File: src/rtl/ctrl_fsm.sv
// Multi-cycle instruction control unit: fetch, decode, memory access and
// register write-back sequencing, with a bounded wait on the memory handshake.
module ctrl_fsm #(
  parameter int unsigned TIMEOUT = 15,
  parameter int unsigned CNT_W   = 8
) (
  input  logic        clk,
  input  logic        rst,
  input  logic [15:0] mem_rdata,
  input  logic        mem_ready,
  input  logic        zero_flag,
  output logic        mem_rd,
  output logic        mem_wr,
  output logic        addr_sel,
  output logic [8:0]  operand_addr,
  output logic        pc_inc,
  output logic        pc_load,
  output logic [1:0]  alu_op,
  output logic        reg_wr_en,
  output logic        reg_id,
  output logic        halted,
  output logic        illegal,
  output logic        bus_error
);

  typedef enum logic [2:0] {
    S_INIT,
    S_FETCH,
    S_DECODE,
    S_MEM,
    S_WB,
    S_HALT
  } state_t;

  typedef enum logic [5:0] {
    OP_HLT   = 6'h00,
    OP_LOAD  = 6'h01,
    OP_STORE = 6'h02,
    OP_ADD   = 6'h03,
    OP_SUB   = 6'h04,
    OP_BRA   = 6'h05,
    OP_BRZ   = 6'h06,
    OP_NOP   = 6'h07
  } opcode_t;

  // Counter value seen on the last tolerated low-ready cycle.
  localparam logic [CNT_W-1:0] TO_LAST = CNT_W'((TIMEOUT == 0) ? 0 : TIMEOUT - 1);

  state_t           state;
  state_t           state_nx;
  logic [15:0]      ir;
  logic [CNT_W-1:0] wait_cnt;
  logic [5:0]       op;
  logic             ir_load;
  logic             set_illegal;
  logic             in_wait;
  logic             timeout_hit;

  assign op           = ir[15:10];
  assign operand_addr = ir[8:0];
  assign reg_id       = ir[9];
  assign in_wait      = (state == S_FETCH) || (state == S_MEM);
  assign timeout_hit  = (TIMEOUT != 0) && in_wait && !mem_ready && (wait_cnt == TO_LAST);

  // State register, instruction register, wait counter and sticky flags.
  always_ff @(posedge clk) begin
    if (rst) begin
      state     <= S_INIT;
      ir        <= '0;
      wait_cnt  <= '0;
      illegal   <= 1'b0;
      bus_error <= 1'b0;
    end else begin
      state <= state_nx;
      if (ir_load) ir <= mem_rdata;
      // Any cycle outside a wait state (or with ready high) leaves the counter
      // at zero, so entry into FETCH/MEM always starts from a clean count.
      if (in_wait && !mem_ready && !timeout_hit) wait_cnt <= wait_cnt + 1'b1;
      else                                       wait_cnt <= '0;
      if (set_illegal) illegal   <= 1'b1;
      if (timeout_hit) bus_error <= 1'b1;
    end
  end

  // Next-state and strobe decode from current state and IR.
  always_comb begin
    state_nx    = state;
    mem_rd      = 1'b0;
    mem_wr      = 1'b0;
    addr_sel    = 1'b0;
    pc_inc      = 1'b0;
    pc_load     = 1'b0;
    alu_op      = 2'b00;
    reg_wr_en   = 1'b0;
    halted      = 1'b0;
    ir_load     = 1'b0;
    set_illegal = 1'b0;
    case (state)
      S_INIT: state_nx = S_FETCH;
      S_FETCH: begin
        mem_rd = 1'b1;
        if (mem_ready) begin
          ir_load  = 1'b1;
          pc_inc   = 1'b1;
          state_nx = S_DECODE;
        end else if (timeout_hit) begin
          state_nx = S_HALT;
        end
      end
      S_DECODE: begin
        case (op)
          OP_HLT: state_nx = S_HALT;
          OP_NOP: state_nx = S_FETCH;
          OP_BRA: begin
            pc_load  = 1'b1;
            state_nx = S_FETCH;
          end
          OP_BRZ: begin
            pc_load  = zero_flag;
            state_nx = S_FETCH;
          end
          OP_LOAD, OP_STORE, OP_ADD, OP_SUB: state_nx = S_MEM;
          default: begin
            set_illegal = 1'b1;
            state_nx    = S_HALT;
          end
        endcase
      end
      S_MEM: begin
        addr_sel = 1'b1;
        if (op == OP_STORE) mem_wr = 1'b1;
        else                mem_rd = 1'b1;
        if (mem_ready)        state_nx = (op == OP_STORE) ? S_FETCH : S_WB;
        else if (timeout_hit) state_nx = S_HALT;
      end
      S_WB: begin
        reg_wr_en = 1'b1;
        case (op)
          OP_ADD:  alu_op = 2'b01;
          OP_SUB:  alu_op = 2'b10;
          default: alu_op = 2'b00;
        endcase
        state_nx = S_FETCH;
      end
      S_HALT:  halted   = 1'b1;
      default: state_nx = S_INIT;
    endcase
  end

endmodule
File: config.mk
export PLATFORM = sky130hd
export DESIGN_NAME = ctrl_fsm
export DESIGN_NICKNAME = d
export VERILOG_FILES = /design/src/rtl/ctrl_fsm.sv
export SDC_FILE = /design/constraint.sdc
export NUM_CORES = 1
export LEC_CHECK = 0
export ABC_AREA = 1
export CAP_MARGIN = 10
export CORE_MARGIN = 4
export CORE_UTILIZATION = 40
export DETAILED_ROUTE_END_ITERATION = 8
export GPL_ROUTABILITY_DRIVEN = 0
export PLACE_DENSITY = 0.72
export SYNTH_ARGS = -nofsm -noshare
export SYNTH_HDL_FRONTEND = slang
export SYNTH_SLANG_ARGS = --single-unit
File: constraint.sdc
create_clock -name clk -period 1.2 [get_ports clk]
set_input_delay 0.12 -clock clk [delete_from_list [all_inputs] [get_ports clk]]
set_output_delay 0.12 -clock clk [all_outputs]
set_load 0.01 [all_outputs]
==> key figures, run 1 <==
Detailed routing
  – Length of the first detailed-routing pass in iterations: 4
  – WL per Instance: 13.3 um
  – DRC marker count from the first detailed-route iteration: 66
  – Number of remaining DRC errors: 0
  – Remaining antenna violation count: 0
  – Via count: 1457
  – Vias/cell: 4.68
  – Total wirelength of the detailed-routed design: 4130 um

Placement
  – Placed wire-length estimate after detailed placement: 2310 um
  – Placed insts: 289
  – IO Port Bufs: 40

Timing
  – Hold slack final: 0.346 ns
  – Fin Clk Skew: 0.00763 ns
  – Setup repair after global routing missed its margin: true
  – Number of endpoints with negative hold slack in the final report: 0
  – Final period util: 133%
  – Final Max Tran Viols: 0
  – Worst slew margin relative to its limit: 82.5%
  – Final worst slack: -0.402 ns
  – Final count of negative-setup-slack endpoints: 33
  – Worst Max-Slew Pin Slew: 0.261 ns
  – Final worst path period need: 1.60 ns
  – Maximum clock rate: 624 MHz

Global routing
  – Largest net degree at the start of global routing: 20
  – Overall track demand over capacity in global routing: 17.2%
  – Antenna violations before repair: 0
  – Via count of the first global-routing pass: 1371
  – Congestion Overflow GR: 0
  – Global-route wire length before repair: 5840 um

Synthesis
  – Post-synthesis cell count: 191
  – Count of flip-flops with a built-in enable after synthesis: 0
  – Main flop type after synthesis: dfxtp_1
  – Post-synth cell types: 22
  – Synth Register Bits: 29
  – FFs w/ async S/R, synth: 0%
  – Yosys Warn Count: 0
  – Net Count, Synth: 213
  – Average cell area after synthesis: 7.19 um2
  – Netlist Area Pre-Place: 0.00137 mm2
  – Proportion of synthesized chip area in sequential cells: 42.3%

Worst setup path
  – Sum of buffers and inverters on the critical path: 3
  – Required time at the worst-slack endpoint: 1.08 ns
  – Crit end category: output port
  – Stage delay of the slowest cell on the critical path: 0.38 ns
  – Cell-by-cell trace of the critical path: inv_1 -> nor3_2 -> buf_4 -> nand2_1 -> nor3_2 -> buf_2
  – Crit path DAT: 1.48 ns
  – Kind of critical path: reg2out
  – Largest fanout on the critical path: 3
  – Cell type with the highest occurrence count on the critical path: nor3_2
  – Startpoint Class: register
  – Worst path top cell family by delay: buffers and inverters
  – Cell with the biggest individual delay on the critical path: dfxtp_2

Finish
  – Nets: 286
  – Area Overhead vs Synth: 73.9%
  – Final Non-Filler Cells: 311
  – Count of inserted antenna diode cells: 0
  – Fraction of layout cells with a size suffix above 1: 45.7%
  – # fillers: 258
  – Sequential cell area: 596 um2
  – Multi-input combinational cell area: 838 um2

Worst hold path
  – Hold Path Class: in2reg

Power and ir drop
  – Clock share of power: 32.8%
  – PD cells: 1050 mW/mm2
  – Internal power contribution: 1.83 mW
  – Power dissipated by switching net loads: 0.664 mW
  – Logic pwr share: 25.1%
  – Switching portion of total power: 26.6%
  – Leakage dissipation: 1.02 nW
  – Register share of total power: 42.1%
  – Worst vdd rail ir drop: 0.000806 V

Clock network
  – Max clock buf depth: 2
  – Worst-Skew Late Latency: 0.31 ns
  – Inserted Clock Buffers: 5
  – Sink count of the clock tree: 29
  – CTS tree: done
  – Clock input transition at the sequential cells of the worst setup and hold paths: 0.09 ns
  – Number of levels the H-tree was split into: 2
  – Clock root buffer: clkbuf_4
  – Hold buffer count at CTS: 0

Die
  – Area of the die: 0.00443 mm2
  – Initial cell density of the core: 41.1%
  – FP Rows: 21
  – Floorplan die height: 66.6 um
  – Core box area: 0.00334 mm2
  – I/O Pins: 41
  – Chip Width: 66.6 um

Status
  – Outcome: finished, violations left
  – Failing checks: setup timing

Flow run
  – Max-Cap Viols: 0
## sequential cells by signal (all words and copies together), names as in the netlist
| name | count |
|---|---|
| bus_error | 1 |
| ir | 16 |
| state | 3 |
| illegal | 1 |
| wait_cnt | 8 |
## layout make-up
cell class                      count  share of cell area, %
Inverter                           21                   3.51
Tap cell                           46                   2.41
Sequential cell                    29                   24.9
Multi-Input combinational cell    127                   35.1
Clock inverter                      1                   1.26
Clock buffer                        7                   2.31
Timing Repair Buffer               80                   30.5
## path summary, 6_finish.rpt
path	startpoint	end	slack (ns)	cells after the start
max	state[1]$_SDFFE_PP0N_	pc_load	-0.40	6
min	mem_rdata[3]	ir[3]$_SDFFE_PP0P_	0.35	3
max reg2reg	ir[15]$_SDFFE_PP0P_	state[2]$_SDFFE_PP0N_	-0.25	10
min reg2reg	wait_cnt[0]$_SDFF_PP0_	wait_cnt[0]$_SDFF_PP0_	0.46	1
## per-layer routing
layer / share of wire (%) / up-vias / wire length (um) / track usage [%]
met5: 0 / - / 0 / 0
met1: 42 / 677 / 1740 / 19.9
met3: 3.5 / 6 / 144 / 4.38
met2: 53 / 34 / 2180 / 29.1
met4: 1.5 / 0 / 63 / 8.38
li1: - / 740 / - / -
## tightest hold or removal path, cell delays in order
cell	delay, ns
clkdlybuf4s50_1	0.39
nand2_1	0.06
a21oi_1	0.05
## stage by stage
step	util [%]	setup WS, ns	power, mW	setup TNS [ns]	instance area, um2
final	71.5	-0.402	2.49	-2.84	2390
after global routing	71.5	-0.430	2.59	-4.87	2390
after CTS	63.6	-0.239	2.36	-2.76	2120
after detailed placement	57.6	-0.392	1.48	-5.01	1920
after global placement	57.6	-0.358	1.47	-4.42	1920
after floorplan	-	0.0190	1.27	0	1370
## Yosys cell counts (3+ instances only)
cell type,count,area [um2]
a211oi_2,3,37.5
dfxtp_1,29,581
a21oi_1,18,90.1
nor2_1,23,86.3
inv_1,19,71.3
nand2_1,51,191
nand3_1,13,65.1
nor3_1,4,20.0
buf_4,10,75.1
## what timing repair did
item | 4_1_cts | 5_1_grt
endpoints found under the setup margin | 45 | 38
gates cloned | 0 | 1
endpoints found under the hold margin | 0 | 0
buffers inserted | 9 | 5
gates resized for setup | 78 | 63
pin swaps | 12 | 12
## layout by cell type, fill, tap and decap left out, drive strengths merged
cell,Yosys,routed
nand2,53,53
buf,12,48
dfxtp,29,29
nor2,24,24
inv,21,21
clkdlybuf4s50,0,19
a21oi,18,18
nand3,14,14
dlygate4sd2,0,12
clkbuf,2,8
nor3,4,4
a211oi,3,3
nor3b,2,2
xor2,2,2
ha,2,2
o21ai,2,2
nor4,1,1
nand4,1,1
xnor2,1,1
bufinv,0,1
## power by group through the flow
stage	Combinational (mW)	Sequential (mW)	Clock, mW
CTS	0.482	1.04	0.838
global placement	0.422	1.05	0
global route	0.669	1.05	0.869
floorplan	0.214	1.05	0
detailed placement	0.424	1.05	0
finish	0.626	1.05	0.819
## logic make-up (layout without fill, tap and decap cells)
group / count (synthesis) / in the layout / share of synthesized area, %
flops: 29 / 29 / 42.3
compound gates: 23 / 23 / 10.0
simple gates: 99 / 99 / 30.5
xor+xnor: 3 / 3 / 1.91
buf+inv: 35 / 109 / 13.4
fa+ha+maj: 2 / 2 / 1.82
Note: power is estimated with default switching activity, not from simulation.
==> run 2, diff against run 1 <==
--- a/config.mk
+++ b/config.mk
@@ -8,10 +8,10 @@
 export ABC_AREA = 1
 export CAP_MARGIN = 10
 export CORE_MARGIN = 4
-export CORE_UTILIZATION = 40
+export CORE_UTILIZATION = 42
 export DETAILED_ROUTE_END_ITERATION = 8
 export GPL_ROUTABILITY_DRIVEN = 0
-export PLACE_DENSITY = 0.72
+export PLACE_DENSITY = 0.75
 export SYNTH_ARGS = -nofsm -noshare
 export SYNTH_HDL_FRONTEND = slang
 export SYNTH_SLANG_ARGS = --single-unit
==> key figures, run 2 (synthesis results as in run 1) <==
Finish
  – Count of inserted antenna diode cells: 0 (unchanged)
  – Max FFs per register: 16 (unchanged)
  – Fraction of layout cells with a size suffix above 1: 49.8% (+4.1 points)
  – Leading cell types in the layout, fill and taps excluded: nand2_1, dfxtp_1, buf_4
  – Largest registers: ir: 16 flops, wait_cnt: 8 flops, state: 3 flops
  – Area Overhead vs Synth: 81.4%
  – Register ranked first by flip-flop count: ir
  – # fillers: 197 (-24%)
  – Most frequent standard cell in the layout excluding fill and tap cells: nand2_1
  – Nets: 284 (-0.70%)

Global routing
  – Largest net degree at the start of global routing: 20 (unchanged)
  – Via count of the first global-routing pass: 1341 (-2.2%)
  – Overall track demand over capacity in global routing: 18.3% (+1.1 points)
  – Global-route wire length before repair: 5850 um (+0.24%)
  – Antenna violations before repair: 0 (unchanged)
  – Congestion Overflow GR: 0 (unchanged)

Clock network
  – Clock root buffer: clkbuf_4
  – Max clock buf depth: 2 (unchanged)
  – Sink count of the clock tree: 29 (unchanged)
  – Number of levels the H-tree was split into: 2 (unchanged)
  – Hold buffer count at CTS: 0 (unchanged)
  – Inserted Clock Buffers: 5 (unchanged)
  – Worst-Skew Late Latency: 0.33 ns (+0.02 ns)
  – Clock input transition at the sequential cells of the worst setup and hold paths: 0.10 ns (about the same)
  – CTS tree: done

Detailed routing
  – Total wirelength of the detailed-routed design: 4660 um (+13%)
  – Via count: 1546 (+6.1%)
  – DRC marker count from the first detailed-route iteration: 75 (+14%)
  – Remaining antenna violation count: 0 (unchanged)
  – Number of remaining DRC errors: 0 (unchanged)
  – Length of the first detailed-routing pass in iterations: 4 (unchanged)
  – WL per Instance: 15.2 um (+14%)
  – Vias/cell: 5.04 (+7.5%)

Status
  – Outcome: finished, violations left
  – Failing checks: setup timing

Placement
  – Pre-CTS setup slack: -0.357 ns (+0.0352 ns)
  – IO Port Bufs: 40 (unchanged)
  – Placed wire-length estimate after detailed placement: 2260 um (-2.1%)

Worst setup path
  – Stage delay of the slowest cell on the critical path: 0.38 ns (about the same)
  – Cell-by-cell trace of the critical path: nor2_4 -> nand2_4 -> buf_6 -> nor4_4 -> buf_2
  – Kind of critical path: reg2out
  – Required time at the worst-slack endpoint: 1.08 ns (about the same)
  – Startpoint Class: register
  – Largest fanout on the critical path: 3 (unchanged)
  – Crit end category: output port
  – Cell with the biggest individual delay on the critical path: dfxtp_4
  – Crit path DAT: 1.34 ns (-0.14 ns)

Die
  – I/O Pins: 41 (unchanged)
  – Area of the die: 0.00425 mm2 (-4.2%)
  – Floorplan die height: 65.2 um (-2.1%)
  – FP Rows: 20 (-4.8%)
  – Initial cell density of the core: 44.6% (+3.5 points)
  – Chip Width: 65.2 um (-2.1%)
  – Core box area: 0.00308 mm2 (-7.8%)

Worst hold path
  – Hold Path Class: in2reg

Timing
  – Maximum clock rate: 684 MHz (+9.5%)
  – Final count of negative-setup-slack endpoints: 35 (+6.1%)
  – Final Max Tran Viols: 0 (unchanged)
  – Worst slew margin relative to its limit: 81.3% (-1.3 points)
  – Final period util: 122% (-12 points)
  – Final worst slack: -0.263 ns (+0.139 ns)
  – Final setup TNS: -4.09 ns (-1.25 ns)
  – Number of endpoints with negative hold slack in the final report: 0 (unchanged)
  – Worst Max-Slew Pin Slew: 0.279 ns (+0.0183 ns)
  – Setup repair after global routing missed its margin: true
  – Hold slack final: 0.320 ns (-0.0260 ns)
  – Fin Clk Skew: 0.0130 ns (+0.00537 ns)
  – Final worst path period need: 1.46 ns (-0.139 ns)

Power and ir drop
  – Leakage dissipation: 1.07 nW (+4.4%)
  – PD cells: 943 mW/mm2 (-9.8%)
  – Power consumption: 2.35 mW (-5.9%)
  – Worst vdd rail ir drop: 0.000876 V (+8.7%)

Flow run
  – Max-Cap Viols: 0 (unchanged)
## run 2: cell types whose count changed in the layout (fill, tap and decap cells not counted), moves of 3 or more
cell     before  now
dfxtp_2       9    4
a21oi_2       8   12
buf_4        29   21
nand2_4       3   11
nand2_1      45   34
nand2_2       5    8
buf_6        11   16
a21oi_1      10    6
dfxtp_1      19   22
## run 2: area by class of cell
class                           instances  area [um2]  area share, %
Clock buffer                            8        48.8           1.96
Sequential cell                        29         597           24.0
Multi-Input combinational cell        127         935           37.5
Timing Repair Buffer                   78         768           30.9
Inverter                               21        86.3           3.47
Tap cell                               44        55.1           2.21
## run 2: routing by layer
layer / track usage, % / vias up / part of all wire (%)
li1: - / 746 / -
met1: 20.8 / 739 / 39
met2: 31.6 / 48 / 54
met3: 3.25 / 13 / 3.9
met4: 10.9 / 0 / 3.0
met5: 0 / - / 0
## run 2: final timing paths
| check | start | endpoint | slack [ns] | depth (start not counted) |
|---|---|---|---|---|
| setup / recovery | ir[12]$_SDFFE_PP0P_ | alu_op[0] | -0.26 | 5 |
| hold / removal | mem_rdata[15] | ir[15]$_SDFFE_PP0P_ | 0.32 | 3 |
| setup reg to reg | state[0]$_SDFFE_PP0N_ | state[1]$_SDFFE_PP0N_ | -0.19 | 9 |
| hold reg to reg | illegal$_SDFFE_PP0P_ | illegal$_SDFFE_PP0P_ | 0.46 | 2 |
## run 2: what timing repair did
action | 4_1_cts | 5_1_grt
hold endpoints to repair | 0 | 0
pin swaps | 17 | 23
cloned | 0 | 4
resized for setup | 103 | 67
buffers inserted | 8 | 5
setup endpoints to repair | 49 | 37
## run 2: power by group
part           total [mW]  internal (mW)  leakage, nW  switching [mW]
Clock               0.583          0.233       0.0265           0.350
Sequential           1.05           1.01        0.240          0.0480
Combinational       0.710          0.365        0.800           0.345
Total                2.35           1.60         1.07           0.743
## run 2: critical path, delay by kind of cell, from the launching register on
kind                   cells  cell delay, ns
DFF                        1            0.38
and+or+nand+nor            3            0.34
buffers and inverters      2            0.30
## run 2: through the flow
stage / cells / utilization [%] / cell area [um2]
after global routing: 307 / 80.9 / 2490
final: 307 / 80.9 / 2490
after floorplan: 191 / - / 1370
after global placement: 285 / 61.8 / 1900
after CTS: 299 / 69.1 / 2130
after detailed placement: 285 / 61.8 / 1900
==> run 3, diff against run 2 <==
--- a/config.mk
+++ b/config.mk
@@ -7,11 +7,11 @@
 export LEC_CHECK = 0
 export ABC_AREA = 1
 export CAP_MARGIN = 10
-export CORE_MARGIN = 4
 export CORE_UTILIZATION = 42
 export DETAILED_ROUTE_END_ITERATION = 8
 export GPL_ROUTABILITY_DRIVEN = 0
 export PLACE_DENSITY = 0.75
+export SLEW_MARGIN = 5
 export SYNTH_ARGS = -nofsm -noshare
 export SYNTH_HDL_FRONTEND = slang
 export SYNTH_SLANG_ARGS = --single-unit
==> key figures, run 3 (synthesis results as in run 1) <==
Finish
  – Final design utilization: 74.3% (-6.6 points)
  – Count of inserted antenna diode cells: 0 (unchanged)
  – Max FFs per register: 16 (unchanged)
  – Leading cell types in the layout, fill and taps excluded: nand2_1, buf_4, dfxtp_1
  – Nets: 279 (-1.8%)
  – Most frequent standard cell in the layout excluding fill and tap cells: nand2_1
  – Register ranked first by flip-flop count: ir
  – Area Overhead vs Synth: 66.6%
  – Largest registers: ir: 16 flops, wait_cnt: 8 flops, state: 3 flops
  – Fraction of layout cells with a size suffix above 1: 39.5% (-10 points)

Detailed routing
  – Via count: 1427 (-7.7%)
  – WL per Instance: 11.7 um (-23%)
  – Vias/cell: 4.73 (-6.2%)
  – DRC marker count from the first detailed-route iteration: 45 (-40%)
  – Total wirelength of the detailed-routed design: 3540 um (-24%)
  – Length of the first detailed-routing pass in iterations: 4 (unchanged)
  – Number of remaining DRC errors: 0 (unchanged)
  – Remaining antenna violation count: 0 (unchanged)

Worst setup path
  – Sum of buffers and inverters on the critical path: 2 (unchanged)
  – Cell with the biggest individual delay on the critical path: dfxtp_2
  – Cell-by-cell trace of the critical path: nor3_2 -> buf_4 -> nand2_1 -> nor3_2 -> buf_2
  – Cells on worst reg2reg path: 8 (-1)
  – Crit path DAT: 1.33 ns (about the same)
  – Kind of critical path: reg2out
  – Crit end category: output port
  – Stages on worst setup path: 5 (unchanged)
  – Cell type with the highest occurrence count on the critical path: nor3_2
  – Stage delay of the slowest cell on the critical path: 0.36 ns (-0.02 ns)
  – Required time at the worst-slack endpoint: 1.08 ns (about the same)
  – Worst path top cell family by delay: flip-flops
  – Startpoint Class: register
  – Largest fanout on the critical path: 4 (+1)

Worst hold path
  – Hold Path Class: in2reg
  – Hold Crit Depth: 3 (unchanged)

Global routing
  – Global-route wire length before repair: 5090 um (-13%)
  – Largest net degree at the start of global routing: 20 (unchanged)
  – Antenna violations before repair: 0 (unchanged)
  – Via count of the first global-routing pass: 1196 (-11%)
  – Overall track demand over capacity in global routing: 19.7% (+1.4 points)
  – Congestion Overflow GR: 0 (unchanged)

Clock network
  – Number of levels the H-tree was split into: 2 (unchanged)
  – Worst-Skew Late Latency: 0.34 ns (about the same)
  – Clock input transition at the sequential cells of the worst setup and hold paths: 0.10 ns (about the same)
  – Max clock buf depth: 2 (unchanged)
  – Sink count of the clock tree: 29 (unchanged)
  – Inserted Clock Buffers: 5 (unchanged)
  – Hold buffer count at CTS: 0 (unchanged)
  – CTS tree: done
  – Clock root buffer: clkbuf_4

Die
  – Floorplan die height: 59.2 um (-9.2%)
  – FP Rows: 20 (unchanged)
  – I/O Pins: 41 (unchanged)
  – Chip Width: 59.2 um (-9.2%)
  – Area of the die: 0.00350 mm2 (-18%)
  – Core box area: 0.00308 mm2 (unchanged)
  – Initial cell density of the core: 44.6% (unchanged)

Timing
  – Setup repair after global routing missed its margin: true
  – Final worst slack: -0.249 ns (+0.0135 ns)
  – Worst slew margin relative to its limit: 81.8% (+0.47 points)
  – Number of endpoints with negative hold slack in the final report: 0 (unchanged)
  – Hold slack final: 0.325 ns (+0.00528 ns)
  – Final count of negative-setup-slack endpoints: 29 (-17%)
  – Final worst path period need: 1.45 ns (-0.0135 ns)
  – Worst Max-Slew Pin Slew: 0.273 ns (-0.00658 ns)
  – Fin Clk Skew: 0.00927 ns (-0.00373 ns)
  – Final period util: 121% (-1.1 points)
  – Final Max Tran Viols: 0 (unchanged)
  – Maximum clock rate: 690 MHz (+0.93%)

Power and ir drop
  – Leakage dissipation: 0.985 nW (-7.6%)
  – Logic pwr share: 22.9% (-7.4 points)
  – Switching portion of total power: 27.6% (-4.1 points)
  – PD cells: 1090 mW/mm2 (+15%)
  – Worst vdd rail ir drop: 0.000612 V (-30%)
  – Clock share of power: 35.0% (+10 points)
  – Power dissipated by switching net loads: 0.685 mW (-7.8%)
  – Internal power contribution: 1.80 mW (+12%)
  – Register share of total power: 42.1% (-2.8 points)

Placement
  – IO Port Bufs: 40 (unchanged)
  – Placed wire-length estimate after detailed placement: 2150 um (-4.7%)

Flow run
  – Max-Cap Viols: 0 (unchanged)

Status
  – Outcome: finished, violations left
  – Failing checks: setup timing
## run 3: cell count changes in the layout (fill, tap and decap cells not counted), sizes merged
cell	previous run	this run
buf	44	41
bufinv	0	1
clkbuf	11	7
clkinvlp	0	1
## run 3: per-stage QoR
| step | setup TNS (ns) | instance area, um2 | total power, mW | cells | setup WS [ns] |
|---|---|---|---|---|---|
| 2_1_floorplan | 0 | 1370 | 1.27 | 191 | 0.0190 |
| 3_3_place_gp | -4.27 | 1920 | 1.47 | 287 | -0.345 |
| 3_5_place_dp | -4.82 | 1920 | 1.48 | 287 | -0.373 |
| 4_1_cts | -1.52 | 2110 | 2.39 | 297 | -0.237 |
| 5_1_grt | -4.07 | 2290 | 2.60 | 302 | -0.329 |
| 6_report | -2.34 | 2290 | 2.48 | 302 | -0.249 |
## run 3: per-layer routing
layer | vias to the layer above | part of all wire [%] | GRT usage (%)
met3 | 6 | 3.2 | 3.93
met2 | 33 | 51 | 32.6
met1 | 655 | 44 | 23.6
met4 | 0 | 1.4 | 11.6
met5 | - | 0 | 0
li1 | 733 | - | -
## run 3: timing repair
| item | CTS | global route |
|---|---|---|
| setup buffers | 2 | 5 |
| pin swaps | 5 | 11 |
| cloned | 0 | 1 |
| endpoints found under the setup margin | 48 | 36 |
| resized for setup | 92 | 32 |
## run 3: worst reg2reg max path, stage by stage (launching register included)
cell,delay (ns)
dfxtp_2,0.36
inv_2,0.14
nand2_4,0.09
buf_6,0.12
nor2_4,0.12
inv_2,0.07
nor2_4,0.10
nand2_4,0.09
nor3b_2,0.17
## run 3: worst paths after layout
path         slack, ns                      to                   from
max              -0.25                 pc_load  state[2]$_SDFFE_PP0N_
min               0.32      ir[3]$_SDFFE_PP0P_           mem_rdata[3]
max reg2reg      -0.13  wait_cnt[2]$_SDFF_PP0_  state[2]$_SDFFE_PP0N_
min reg2reg       0.45    illegal$_SDFFE_PP0P_   illegal$_SDFFE_PP0P_
## run 3: power by group through the flow
stage | clock network [mW] | registers, mW | logic [mW]
3_3_place_gp | 0 | 1.05 | 0.421
6_report | 0.869 | 1.05 | 0.568
5_1_grt | 0.945 | 1.05 | 0.607
4_1_cts | 0.876 | 1.04 | 0.479
3_5_place_dp | 0 | 1.05 | 0.426
2_1_floorplan | 0 | 1.05 | 0.214
## run 3: area by class of cell
class,count,area (um2)
multi-input cells,127,795
fillers,235,791
repair buffers,73,672
flip-flops and latches,29,593
inverters,21,83.8
well taps,44,55.1
clock buffers,6,51.3
clock inverters,2,37.5
